==> config.mk <==
export PLATFORM = sky130hd
export DESIGN_NAME = rgb_pwm_sequencer
export DESIGN_NICKNAME = d
export VERILOG_FILES = /design/src/rtl/rgb_seq_pkg.sv /design/src/rtl/pwm_channel.sv /design/src/rtl/rgb_pwm_sequencer.sv
export SDC_FILE = /design/constraint.sdc
export NUM_CORES = 1
export LEC_CHECK = 0
export ABC_AREA = 1
export BUFFER_PORTS_ARGS = -buffer_cell sky130_fd_sc_hd__buf_4
export CORE_UTILIZATION = 35
export DETAILED_ROUTE_END_ITERATION = 6
export GPL_TIMING_DRIVEN = 0
export PLACE_DENSITY = 0.46
export SYNTH_ARGS = -nofsm -noshare
export SYNTH_HDL_FRONTEND = slang
export SYNTH_SLANG_ARGS = --single-unit
==> constraint.sdc <==
create_clock -name sys_clk -period 4.3 [get_ports sys_clk]
set_clock_uncertainty 0.2 [all_clocks]
set_input_delay 0.43 -clock sys_clk [delete_from_list [all_inputs] [get_ports sys_clk]]
set_output_delay 0.43 -clock sys_clk [all_outputs]
set_load 0.03 [all_outputs]
==> src/rtl/rgb_seq_pkg.sv <==
// Shared mode codes, sequencer state type and the fixed 8-entry colour palette
// for the RGB PWM sequencer.
package rgb_seq_pkg;

    localparam logic [1:0] MODE_STEP   = 2'd0;
    localparam logic [1:0] MODE_FADE   = 2'd1;
    localparam logic [1:0] MODE_MANUAL = 2'd2;

    typedef enum logic {
        HOLD = 1'b0,
        FADE = 1'b1
    } seq_state_e;

    function automatic logic [23:0] palette_rgb(input logic [2:0] idx);
        logic [23:0] rgb;
        case (idx)
            3'd0:    rgb = 24'hFF0000;
            3'd1:    rgb = 24'h00FF00;
            3'd2:    rgb = 24'h0000FF;
            3'd3:    rgb = 24'hFFFF00;
            3'd4:    rgb = 24'h00FFFF;
            3'd5:    rgb = 24'hFF00FF;
            3'd6:    rgb = 24'hFFFFFF;
            default: rgb = 24'h000000;
        endcase
        return rgb;
    endfunction

    // Channel 0 is red, 1 is green, 2 is blue.
    function automatic logic [7:0] palette_byte(input logic [2:0] idx, input logic [1:0] ch);
        logic [23:0] rgb;
        logic [7:0]  b;
        rgb = palette_rgb(idx);
        case (ch)
            2'd0:    b = rgb[23:16];
            2'd1:    b = rgb[15:8];
            default: b = rgb[7:0];
        endcase
        return b;
    endfunction

endpackage

==> src/rtl/pwm_channel.sv <==
// One PWM output: duty is latched from the level only at the period boundary,
// so level changes never cut a period short or stretch it.
module pwm_channel #(
    parameter int PWM_BITS = 8
) (
    input  logic                clk,
    input  logic                rst_n,
    input  logic [PWM_BITS-1:0] pwm_cnt,
    input  logic [PWM_BITS-1:0] level,
    output logic                pwm_out
);

    logic [PWM_BITS-1:0] duty_q;
    logic [PWM_BITS-1:0] duty_d;
    logic                out_q;
    logic                out_d;

    // At the boundary the freshly latched duty already governs count zero.
    always_comb begin
        duty_d = duty_q;
        if (pwm_cnt == '0) begin
            duty_d = level;
        end
        out_d = (pwm_cnt < duty_d);
    end

    always_ff @(posedge clk) begin
        if (!rst_n) begin
            duty_q <= '0;
            out_q  <= 1'b0;
        end else begin
            duty_q <= duty_d;
            out_q  <= out_d;
        end
    end

    assign pwm_out = out_q;

endmodule

==> src/rtl/rgb_pwm_sequencer.sv <==
// Walks the colour palette in STEP, FADE or MANUAL mode and drives R/G/B
// through three boundary-latched PWM channels.
module rgb_pwm_sequencer
    import rgb_seq_pkg::*;
#(
    parameter int PWM_BITS   = 8,
    parameter int TICK_DIV   = 100000,
    parameter int HOLD_TICKS = 500,
    parameter int NUM_COLORS = 8
) (
    input  logic       sys_clk,
    input  logic       sys_rst_n,
    input  logic [1:0] mode,
    input  logic       pause,
    input  logic       next,
    output logic       R,
    output logic       G,
    output logic       B,
    output logic [2:0] color_idx,
    output logic       step_done
);

    localparam int TICK_W = (TICK_DIV > 1) ? $clog2(TICK_DIV) : 1;
    localparam int HOLD_W = (HOLD_TICKS > 1) ? $clog2(HOLD_TICKS) : 1;
    localparam logic [TICK_W-1:0]   TICK_LAST = TICK_W'(TICK_DIV - 1);
    localparam logic [HOLD_W-1:0]   HOLD_LAST = HOLD_W'(HOLD_TICKS - 1);
    localparam logic [PWM_BITS-1:0] PWM_LAST  = PWM_BITS'((1 << PWM_BITS) - 2);
    localparam logic [2:0]          IDX_LAST  = 3'(NUM_COLORS - 1);

    typedef logic [2:0][PWM_BITS-1:0] levels_t;

    function automatic levels_t color_levels(input logic [2:0] idx);
        levels_t lv;
        for (int c = 0; c < 3; c++) begin
            lv[c] = PWM_BITS'(palette_byte(idx, 2'(c)) >> (8 - PWM_BITS));
        end
        return lv;
    endfunction

    function automatic logic [2:0] next_index(input logic [2:0] idx);
        return (idx == IDX_LAST) ? 3'd0 : idx + 3'd1;
    endfunction

    logic [PWM_BITS-1:0] pwm_cnt_q,   pwm_cnt_d;
    logic [TICK_W-1:0]   tick_cnt_q,  tick_cnt_d;
    logic [HOLD_W-1:0]   hold_cnt_q,  hold_cnt_d;
    seq_state_e          state_q,     state_d;
    logic [2:0]          color_idx_q, color_idx_d;
    levels_t             lvl_q,       lvl_d;
    levels_t             tgt_q,       tgt_d;
    logic                step_done_q, step_done_d;
    logic                tick;
    levels_t             faded;
    logic [2:0]          idx_inc;

    always_comb begin
        pwm_cnt_d = (pwm_cnt_q == PWM_LAST) ? '0 : pwm_cnt_q + PWM_BITS'(1);

        tick       = !pause && (tick_cnt_q == TICK_LAST);
        tick_cnt_d = tick_cnt_q;
        if (!pause) begin
            tick_cnt_d = tick ? '0 : tick_cnt_q + TICK_W'(1);
        end

        faded = lvl_q;
        for (int c = 0; c < 3; c++) begin
            if (tick && (lvl_q[c] < tgt_q[c])) begin
                faded[c] = lvl_q[c] + PWM_BITS'(1);
            end else if (tick && (lvl_q[c] > tgt_q[c])) begin
                faded[c] = lvl_q[c] - PWM_BITS'(1);
            end
        end

        idx_inc     = next_index(color_idx_q);
        state_d     = state_q;
        hold_cnt_d  = hold_cnt_q;
        color_idx_d = color_idx_q;
        lvl_d       = lvl_q;
        tgt_d       = tgt_q;
        step_done_d = 1'b0;

        case (state_q)
            HOLD: begin
                if (tick) begin
                    if (hold_cnt_q == HOLD_LAST) begin
                        hold_cnt_d = '0;
                        case (mode)
                            MODE_STEP: begin
                                color_idx_d = idx_inc;
                                lvl_d       = color_levels(idx_inc);
                                step_done_d = 1'b1;
                            end
                            MODE_FADE: begin
                                state_d = FADE;
                                tgt_d   = color_levels(idx_inc);
                            end
                            default: ;
                        endcase
                    end else begin
                        hold_cnt_d = hold_cnt_q + HOLD_W'(1);
                    end
                end
                // Reserved mode 3 shares MODE_MANUAL's top bit; the tick path
                // above never advances in these modes, so one advance at most.
                if (next && mode[1]) begin
                    hold_cnt_d  = '0;
                    color_idx_d = idx_inc;
                    lvl_d       = color_levels(idx_inc);
                    step_done_d = 1'b1;
                end
            end
            FADE: begin
                lvl_d = faded;
                if (faded == tgt_q) begin
                    state_d     = HOLD;
                    hold_cnt_d  = '0;
                    color_idx_d = idx_inc;
                    step_done_d = 1'b1;
                end
            end
            default: state_d = HOLD;
        endcase
    end

    always_ff @(posedge sys_clk) begin
        if (!sys_rst_n) begin
            pwm_cnt_q   <= '0;
            tick_cnt_q  <= '0;
            hold_cnt_q  <= '0;
            state_q     <= HOLD;
            color_idx_q <= 3'd0;
            lvl_q       <= color_levels(3'd0);
            tgt_q       <= '0;
            step_done_q <= 1'b0;
        end else begin
            pwm_cnt_q   <= pwm_cnt_d;
            tick_cnt_q  <= tick_cnt_d;
            hold_cnt_q  <= hold_cnt_d;
            state_q     <= state_d;
            color_idx_q <= color_idx_d;
            lvl_q       <= lvl_d;
            tgt_q       <= tgt_d;
            step_done_q <= step_done_d;
        end
    end

    pwm_channel #(.PWM_BITS(PWM_BITS)) u_pwm_r (
        .clk     (sys_clk),
        .rst_n   (sys_rst_n),
        .pwm_cnt (pwm_cnt_q),
        .level   (lvl_q[0]),
        .pwm_out (R)
    );

    pwm_channel #(.PWM_BITS(PWM_BITS)) u_pwm_g (
        .clk     (sys_clk),
        .rst_n   (sys_rst_n),
        .pwm_cnt (pwm_cnt_q),
        .level   (lvl_q[1]),
        .pwm_out (G)
    );

    pwm_channel #(.PWM_BITS(PWM_BITS)) u_pwm_b (
        .clk     (sys_clk),
        .rst_n   (sys_rst_n),
        .pwm_cnt (pwm_cnt_q),
        .level   (lvl_q[2]),
        .pwm_out (B)
    );

    assign color_idx = color_idx_q;
    assign step_done = step_done_q;

endmodule

# Word level (Yosys, flattened, before mapping)
# Index checks and enable logic that the tools add are counted.
[word_totals]
reg_bits = 114
input_bits = 6
out_inout_bits = 7
[classes]
n_addsub = 10
n_lt_le_gt_ge = 9
n_eq_ne = 16
mux = 39
n_bitwise = 2
n_reduce_logical = 17
[ops]
columns = ["op", "count"]
rows = [
  ["one-hot mux 24 bit (7 select lines)", 1],
  ["two-way mux 24 bit", 4],
  ["two-way mux 8 bit", 9],
  ["less-than comparator 8 bit", 6],
  ["one-hot mux 24 bit (2 select lines)", 1],
  ["two-way mux 9 bit", 4],
  ["adder 8 x 1 -> 8 bit (second input constant)", 4],
  ["== test 24 bit", 1],
  ["greater-than comparator 8 bit", 3],
  ["subtractor 8 x 1 -> 8 bit (second input constant)", 3],
  ["two-way mux 3 bit", 6],
  ["one-hot mux 9 bit (2 select lines)", 1],
  ["adder 17 x 1 -> 17 bit (second input constant)", 1],
  ["== test 17 bit (second input constant)", 1],
  ["two-way mux 17 bit", 1],
  ["== test 3 bit (second input constant)", 4],
  ["adder 9 x 1 -> 9 bit (second input constant)", 1],
  ["== test 9 bit (second input constant)", 1],
  ["two-way mux 1 bit", 9],
  ["== test 8 bit (second input constant)", 1],
  ["logical AND 1 bit", 8],
  ["logical NOT 8 bit", 1],
  ["AND reduction 4 bit", 2],
  ["== test 3 x 2 -> 1 bit (second input constant)", 2],
  ["15 further kinds", 18],
]

# Longest topological paths before layout
# Gate-level depths: netlist (run 1).
[depth]
word_depth = 9
ltp_mapped = 24
mapped_depth_nobuf = 24

# Modules after synthesis
# From an unflattened synthesis (run 1), not the netlist that was laid out.
[unflattened]
hier_cells = 1057
hier_area_um2 = 7099.3
[modules_own_cells]
columns = ["mod", "n_inst", "cells_per_inst", "area_per_inst_um2", "seq_area_each_um2"]
rows = [
  ["rgb_pwm_sequencer", 1, 877, 5474.0, 1321.3],
  ["pwm_channel", 3, 60, 541.8, 180.2],
]

# Least setup slack after synthesis (run 1)
# Ideal clock, no wire load.
[synth_timing]
path_kind = "flip-flop to flip-flop"
from = "register tgt_q[22] (netlist bit)"
to = "register color_idx_q[0] (netlist: color_idx[0])"
setup_time_ns = 0.113
arrival_ns = 2.374
slack_ns = 1.612
path_stages_with_launch = 19
period_less_slack_ns = 2.688
cell_sequence = "dfxtp_1 -> inv_1 -> ha_1 -> a21o_1 -> nor2_1 -> nand2_1 -> buf_2 -> nand3_1 -> nand2_1 -> nand2_1 -> nand2_1 -> nor3_1 -> nand2_1 -> nand2_1 -> nand3_1 -> nand2_2 -> nand2_1 -> nor2_1 -> nor2_1"
[synth_between]
elab_chain_cells = 7
elab_cells_between_ends = 9
cone_classes = "order compare: 2; eq/ne: 2; mux: 2; reduce/logical: 3"
[synth_lines]
columns = ["element", "line_no", "rtl"]
rows = [
  ["from (decl)", "rgb_pwm_sequencer.sv:50", "levels_t tgt_q, tgt_d;"],
  ["from (signal assigned)", "rgb_pwm_sequencer.sv:142", "tgt_q <= tgt_d;"],
  ["greater-than comparator 8 bit", "rgb_pwm_sequencer.sv:69", "end else if (tick && (lvl_q[c] > tgt_q[c])) begin"],
  ["logical AND 1 bit", "rgb_pwm_sequencer.sv:69", ""],
  ["two-way mux 8 bit", "rgb_pwm_sequencer.sv:69", ""],
  ["two-way mux 8 bit", "rgb_pwm_sequencer.sv:67", "if (tick && (lvl_q[c] < tgt_q[c])) begin"],
  ["== test 24 bit (*)", "rgb_pwm_sequencer.sv:114", "if (faded == tgt_q) begin"],
  ["!= test 2 x 1 -> 1 bit (no line) (*)", "--", ""],
  ["AND reduction 4 bit (no line) (*)", "--", ""],
  ["to (signal assigned)", "rgb_pwm_sequencer.sv:140", "color_idx_q <= color_idx_d;"],
  ["to (decl)", "rgb_pwm_sequencer.sv:48", "logic [2:0] color_idx_q, color_idx_d;"],
]
# Mark *: on every way between the ends. The rest lies on a longest branch, timed or not.
# A chain may end at the register's enable or synchronous reset.

# Worst setup path after layout (run 1)
[layout_timing]
from = "register tgt_q[14] (netlist bit)"
to = "register color_idx_q[0] (netlist: color_idx[0])"
# The elaborated chain is that of the path after synthesis.

==> impl_metrics.py, run 1 <==
metrics = {
    "status": {
        "outcome": "complete, no violations",
    },
    "placed_design": {
        "placed_area_sq_um": 7080,
        "dp_hpwl_microns": 14800,
        "routabilityCongestion": 0.845,
        "dpl.cell_count": 1267,
        "numPortBuffers": 11,
    },
    "timing": {
        "tns_ns": 0,
        "fmax_mhz": 283,
        "finalCritPeriodShare_pct": 82.1,
        "relSlewSlack_pct": 37.9,
        "rsz0062_at_grt": "false",
        "hold_ws_ns": 0.235,
        "tightest_slew_ns": 0.924,
        "finalHoldViolCount": 0,
        "slew_viol_final": 0,
        "setup_viol": 0,
        "period_minus_slack_ns": 3.53,
    },
    "critical_path": {
        "endpoint_kind": "flip-flop",
        "cp-start-kind": "flip-flop",
        "reg2reg_from": "tgt_q[14]",
        "worstPathArrival_ns": 3.59,
        "cp.depth": 20,
        "path_buf_inv": 3,
        "startpoint": "tgt_q[14]",
        "cp_cell_sequence": "inv_1 > ha_1 > nand2_1 > inv_1 > nand2_1 > nand2_1 > nand2_1 > nand2_1 > inv_1 > nand2_1 > o21ai_0 > nand2_1 > nor2_1 > nand2_1 > nand2_1 > nand3_1 > nand2_2 > nand2_1 > nor2_1 > nor2_1",
        "reg2reg_depth": 20,
        "critPathMaxFanout": 8,
        "cpPeakStageDelay_ns": 0.42,
        "required_ns": 4.35,
        "rrSetupSlack_ns": 0.77,
        "path_class": "reg2reg",
        "crit_path_top_delay_cell": "dfxtp_1",
        "path_common_cell": "nand2_1",
        "path_delay_family": "simple AND/OR/NAND/NOR gates",
    },
    "cts": {
        "clock_latency_ns": 0.36,
        "root_buffer": "clkbuf_16",
        "cts_resized": 0,
        "cts_tree": "yes",
        "numClockSinks": 93,
        "post-cts-setup-buffers": 0,
        "clk_pin_slew_ns": 0.07,
        "ctsLongestPathBuffers": 2,
        "cts_hold_buf": 0,
        "cts.htree.levels": 3,
        "cts_made_buffers": 9,
    },
    "routing": {
        "route.antenna.remaining_nets": 0,
        "drtIter0Drc": 296,
        "drc": 0,
        "finalWirelength_microns": 19300,
        "via_per_inst": 5.08,
        "post_drt_wl_per_cell_microns": 15.0,
        "dr.pass1.iters": 5,
        "vias": 6514,
    },
    "logic_synthesis": {
        "synth_cells": 1022,
        "synth_fp_nets": 1086,
        "syn_area_sq_um": 6710,
        "synthArstFlopShare_pct": 0,
        "synth_cell_types": 44,
        "ys_warn_count": 0,
        "synth_ff_type": "dfxtp_1",
        "syn_avg_cell_area_sq_um": 6.56,
        "ys_seq_area_share_pct": 27.8,
        "synth_edf_count": 0,
        "synth.ff_latch_count": 93,
    },
    "min_path": {
        "hp-class": "in2reg",
        "hold-path-cell-count": 3,
        "min-delay-start": "pause",
    },
    "cells_and_area": {
        "antenna-diode-count": 0,
        "multiInputGateArea_sq_um": 4300,
        "stdcell_count": 1283,
        "drive_gt1_share_pct": 6.96,
        "layout_commonest_cell": "nand2_1",
        "num-nets-final": 1108,
        "syn_to_final_growth_pct": 9.95,
        "seq_area_sq_um": 1860,
        "layout_common_cells": "217 x nand2_1, 155 x nor2_1, 108 x inv_1",
        "final_core_util_pct": 39.3,
        "n_fill_cell": 2018,
        "design_area_sq_um": 7370,
    },
    "global_route": {
        "grt_max_degree": 19,
        "grt_pass1_vias": 6226,
        "grt_usage_pct": 20.8,
        "busiest_layer": "met2",
        "met2_usage_pct": 34.1,
        "grtUsageMet3_pct": 2.84,
        "antenna_found_initial": 0,
        "grt_pass1_wl_microns": 32300,
        "gr-total-overflow": 0,
        "met1_usage_pct": 28.5,
    },
    "die": {
        "die-area_sq_um": 19700,
        "die_w_microns": 140,
        "io-pin-count": 13,
        "coreArea_sq_um": 18800,
        "start_util_pct": 35.7,
        "rows": 50,
        "fp.dieH_microns": 140,
    },
    "power": {
        "worst_ir_drop_vdd_v": 0.000180,
        "internal_power_mw": 1.49,
        "switchingPower_mw": 0.775,
        "power.clock.fraction_pct": 35.5,
        "power.density_nw_per_um2": 307,
        "power_frac_comb_pct": 22.2,
        "swShare_pct": 34.2,
        "p_leak_nw": 3.29,
        "seqPwrFrac_pct": 42.3,
    },
    "flow_run": {
        "drv_cap": 0,
    },
}
metrics by stage:
stage	worst slack [ns]	power [mW]
2_1_floorplan	1.61	1.35
3_5_place_dp	0.784	1.48
4_1_cts	0.761	2.31
5_1_grt	0.343	2.43
6_report	0.768	2.27
3_3_place_gp	0.790	1.48
state kept, by name, indices dropped and copies added, names as in the netlist:
register,flops
lvl_q,24
state_q,1
u_pwm_r.duty_q,8
u_pwm_b.pwm_out,1
u_pwm_b.duty_q,8
hold_cnt_q,9
tgt_q,3
color_idx,3
tick_cnt_q,17
step_done,1
u_pwm_r.pwm_out,1
u_pwm_g.pwm_out,1
u_pwm_g.duty_q,8
pwm_cnt_q,8
Yosys cell counts (3+ instances only):
library cell	number	share of area, %
a21oi_1	74	5.5
a221oi_1	16	2.1
buf_2	5	0.37
clkbuf_1	17	0.95
dfxtp_1	93	28
ha_1	58	11
inv_1	108	6.0
inv_2	8	0.45
nand2_1	217	12
nand2_2	4	0.37
nand3_1	94	7.0
nand4_1	23	2.1
nor2_1	155	8.7
nor2_2	7	0.65
nor2_4	5	0.84
nor3_1	27	2.0
nor3b_1	4	0.45
nor4_1	6	0.56
o21a_1	3	0.34
o21ai_0	34	2.5
o31ai_1	4	0.45
or2_2	5	0.47
xnor2_1	3	0.39
xor2_1	24	3.1
logic make-up (layout without fill, tap and decap cells):
family,after synthesis,in the layout,synth area share (%)
compound gates,145,145,12.5
xor+xnor,27,27,3.53
fa+ha+maj,58,58,10.8
buf+inv,142,169,8.15
flops,93,93,27.8
simple gates,557,557,37.2
power by group through the flow:
stage                     Combinational, mW  Clock, mW  Sequential, mW
after floorplan                       0.370          0           0.977
after global placement                0.507          0           0.978
after detailed placement              0.506          0           0.978
after CTS                             0.508      0.844           0.958
after global routing                  0.585      0.876           0.966
final                                 0.503      0.805           0.958
final cells by class:
| cell class | count | area share, % |
|---|---|---|
| clock inverters | 7 | 0.900 |
| clock buffers | 9 | 3.05 |
| multi-input cells | 787 | 58.3 |
| repair buffers | 11 | 1.12 |
| well taps | 234 | 3.97 |
| inverters | 117 | 5.96 |
| flip-flops and latches | 93 | 25.3 |
| plain buffers | 25 | 1.46 |
worst paths after layout:
path,end
max,color_idx[0]
min,tick_cnt_q[1]
max reg2reg,color_idx[0]
min reg2reg,u_pwm_r.duty_q[6]
worst reg2reg max path, cell delays in order (launching register included):
cell     delay (ns)
dfxtp_1        0.42
inv_1          0.21
ha_1           0.34
nand2_1        0.09
inv_1          0.05
nand2_1        0.06
nand2_1        0.05
nand2_1        0.12
nand2_1        0.25
inv_1          0.14
nand2_1        0.12
o21ai_0        0.33
nand2_1        0.09
nor2_1         0.09
nand2_1        0.05
nand2_1        0.15
nand3_1        0.11
nand2_2        0.13
nand2_1        0.21
nor2_1         0.15
nor2_1         0.06
metal layers:
metal,vias up,routed length (microns)
li1,3442,-
met1,2957,9730
met2,99,8650
met3,16,635
met4,0,257
met5,-,0
Note: power is estimated with default switching activity, not from simulation.
==> run 2, diff against run 1 <==
==> constraint.sdc (replaced) <==
create_clock -name sys_clk -period 3.6 [get_ports sys_clk]
set_clock_uncertainty 0.2 [all_clocks]
set_input_delay 0.36 -clock sys_clk [delete_from_list [all_inputs] [get_ports sys_clk]]
set_output_delay 0.36 -clock sys_clk [all_outputs]
set_load 0.03 [all_outputs]
==> impl_metrics.py, run 2 (synthesis gave the netlist of run 1 again) <==
metrics = {
    "global_route": {
        "antenna_found_initial": 0,
        "grt_pass1_vias": 6226,
        "grt_max_degree": 19,
        "grt_usage_pct": 20.8,
        "grt_pass1_wl_microns": 32300,
        "gr-total-overflow": 0,
    },
    "timing": {
        "setup_viol": 0,
        "finalCritPeriodShare_pct": 90.3,
        "slew_viol_final": 0,
        "fmax_mhz": 308,
        "rsz0062_at_grt": "false",
        "tightest_slew_ns": 0.924,
        "tns_ns": 0,
        "finalHoldViolCount": 0,
        "relSlewSlack_pct": 37.9,
        "period_minus_slack_ns": 3.25,
    },
    "cts": {
        "numClockSinks": 93,
        "cts_made_buffers": 9,
        "cts_hold_buf": 0,
        "clk_pin_slew_ns": 0.07,
        "cts.htree.levels": 3,
        "root_buffer": "clkbuf_16",
        "cts_tree": "yes",
        "clock_latency_ns": 0.36,
        "ctsLongestPathBuffers": 2,
    },
    "cells_and_area": {
        "largest-register": "lvl_q",
        "syn_to_final_growth_pct": 10.4,
        "drive_gt1_share_pct": 7.80,
        "top_regs": "lvl_q: 24 flops, tick_cnt_q: 17 flops, hold_cnt_q: 9 flops",
        "largest_reg_flops": 24,
        "layout_common_cells": "214 x nand2_1, 153 x nor2_1, 106 x inv_1",
        "num-nets-final": 1110,
        "layout_commonest_cell": "nand2_1",
        "final_core_util_pct": 39.4,
        "antenna-diode-count": 0,
    },
    "power": {
        "worst_ir_drop_vdd_v": 0.000216,
        "p_leak_nw": 3.30,
        "power.density_nw_per_um2": 366,
    },
    "die": {
        "coreArea_sq_um": 18800,
        "start_util_pct": 35.7,
        "die_w_microns": 140,
        "fp.dieH_microns": 140,
        "die-area_sq_um": 19700,
        "rows": 50,
        "io-pin-count": 13,
    },
    "routing": {
        "drtIter0Drc": 316,
        "via_per_inst": 5.05,
        "vias": 6488,
        "post_drt_wl_per_cell_microns": 15.0,
        "route.antenna.remaining_nets": 0,
        "finalWirelength_microns": 19300,
        "dr.pass1.iters": 5,
        "drc": 0,
    },
    "min_path": {
        "hold-path-cell-count": 3,
        "hp-class": "in2reg",
    },
    "flow_run": {
        "drv_cap": 0,
    },
    "critical_path": {
        "cp-start-kind": "flip-flop",
        "critPathMaxFanout": 8,
        "worstPathArrival_ns": 3.31,
        "endpoint_kind": "flip-flop",
        "required_ns": 3.65,
        "path_class": "reg2reg",
        "reg2reg_depth": 19,
    },
    "placed_design": {
        "dp_hpwl_microns": 14800,
        "numPortBuffers": 11,
        "routabilityCongestion": 0.845,
    },
    "status": {
        "outcome": "complete, no violations",
    },
}
## run 2: area by class of cell
class	instances	area, sq um
Multi-Input combinational cell	787	4310
Tap cell	234	293
Fill cell	2015	11400
Clock buffer	9	225
Clock inverter	7	66.3
Inverter	117	439
Sequential cell	93	1860
Timing Repair Buffer	13	97.6
Buffer	25	108
## run 2: worst paths after layout
check                          from                end  slack (ns)
setup reg to reg          tgt_q[14]       color_idx[0]        0.35
hold / removal                pause      tick_cnt_q[1]        0.17
hold reg to reg   u_pwm_r.duty_q[6]  u_pwm_r.duty_q[6]        0.28
setup / recovery          tgt_q[14]       color_idx[0]        0.35
## run 2: power breakdown
part           internal (mW)  total, mW  switching [mW]
clock network          0.488      0.963           0.475
logic                  0.204      0.604           0.401
registers               1.09       1.14          0.0535
## run 2: timing repair
item,CTS,global route
endpoints found under the hold margin,0,0
setup endpoints to repair,0,14
gates resized for setup,0,8
setup buffers,0,2
## run 2: routing by layer
metal	share of wire (%)	GRT usage, %	wire (microns)
met5	0	0	0
met4	1.1	5.38	212
met3	2.9	2.84	560
met2	45	34.1	8700
met1	51	28.5	9850
## run 2: worst max-delay path, cell delays in order, from the launching register on
cell	delay, ns
dfxtp_1	0.44
inv_2	0.15
ha_1	0.34
nand4_1	0.15
inv_1	0.09
nand2_1	0.11
nand2_2	0.22
nand2_4	0.11
nor2_4	0.09
nor2_1	0.04
nor2_1	0.16
nand2_1	0.10
nor2_1	0.13
nand3_1	0.08
nand2_1	0.15
nand3_1	0.11
nand2_2	0.14
nand2_2	0.14
nor2_1	0.13
nor2_1	0.06
## run 2: through the flow
stage	power (mW)	cell area, sq um	setup WS, ns	hold slack [ns]	cells
after floorplan	1.61	6710	0.912	0.242	1022
after global placement	1.77	7080	0.0896	0.257	1267
after detailed placement	1.77	7080	0.0836	0.269	1267
after CTS	2.76	7370	0.0607	0.163	1283
after global routing	2.90	7400	0.0230	0.189	1285
final	2.71	7400	0.349	0.165	1285
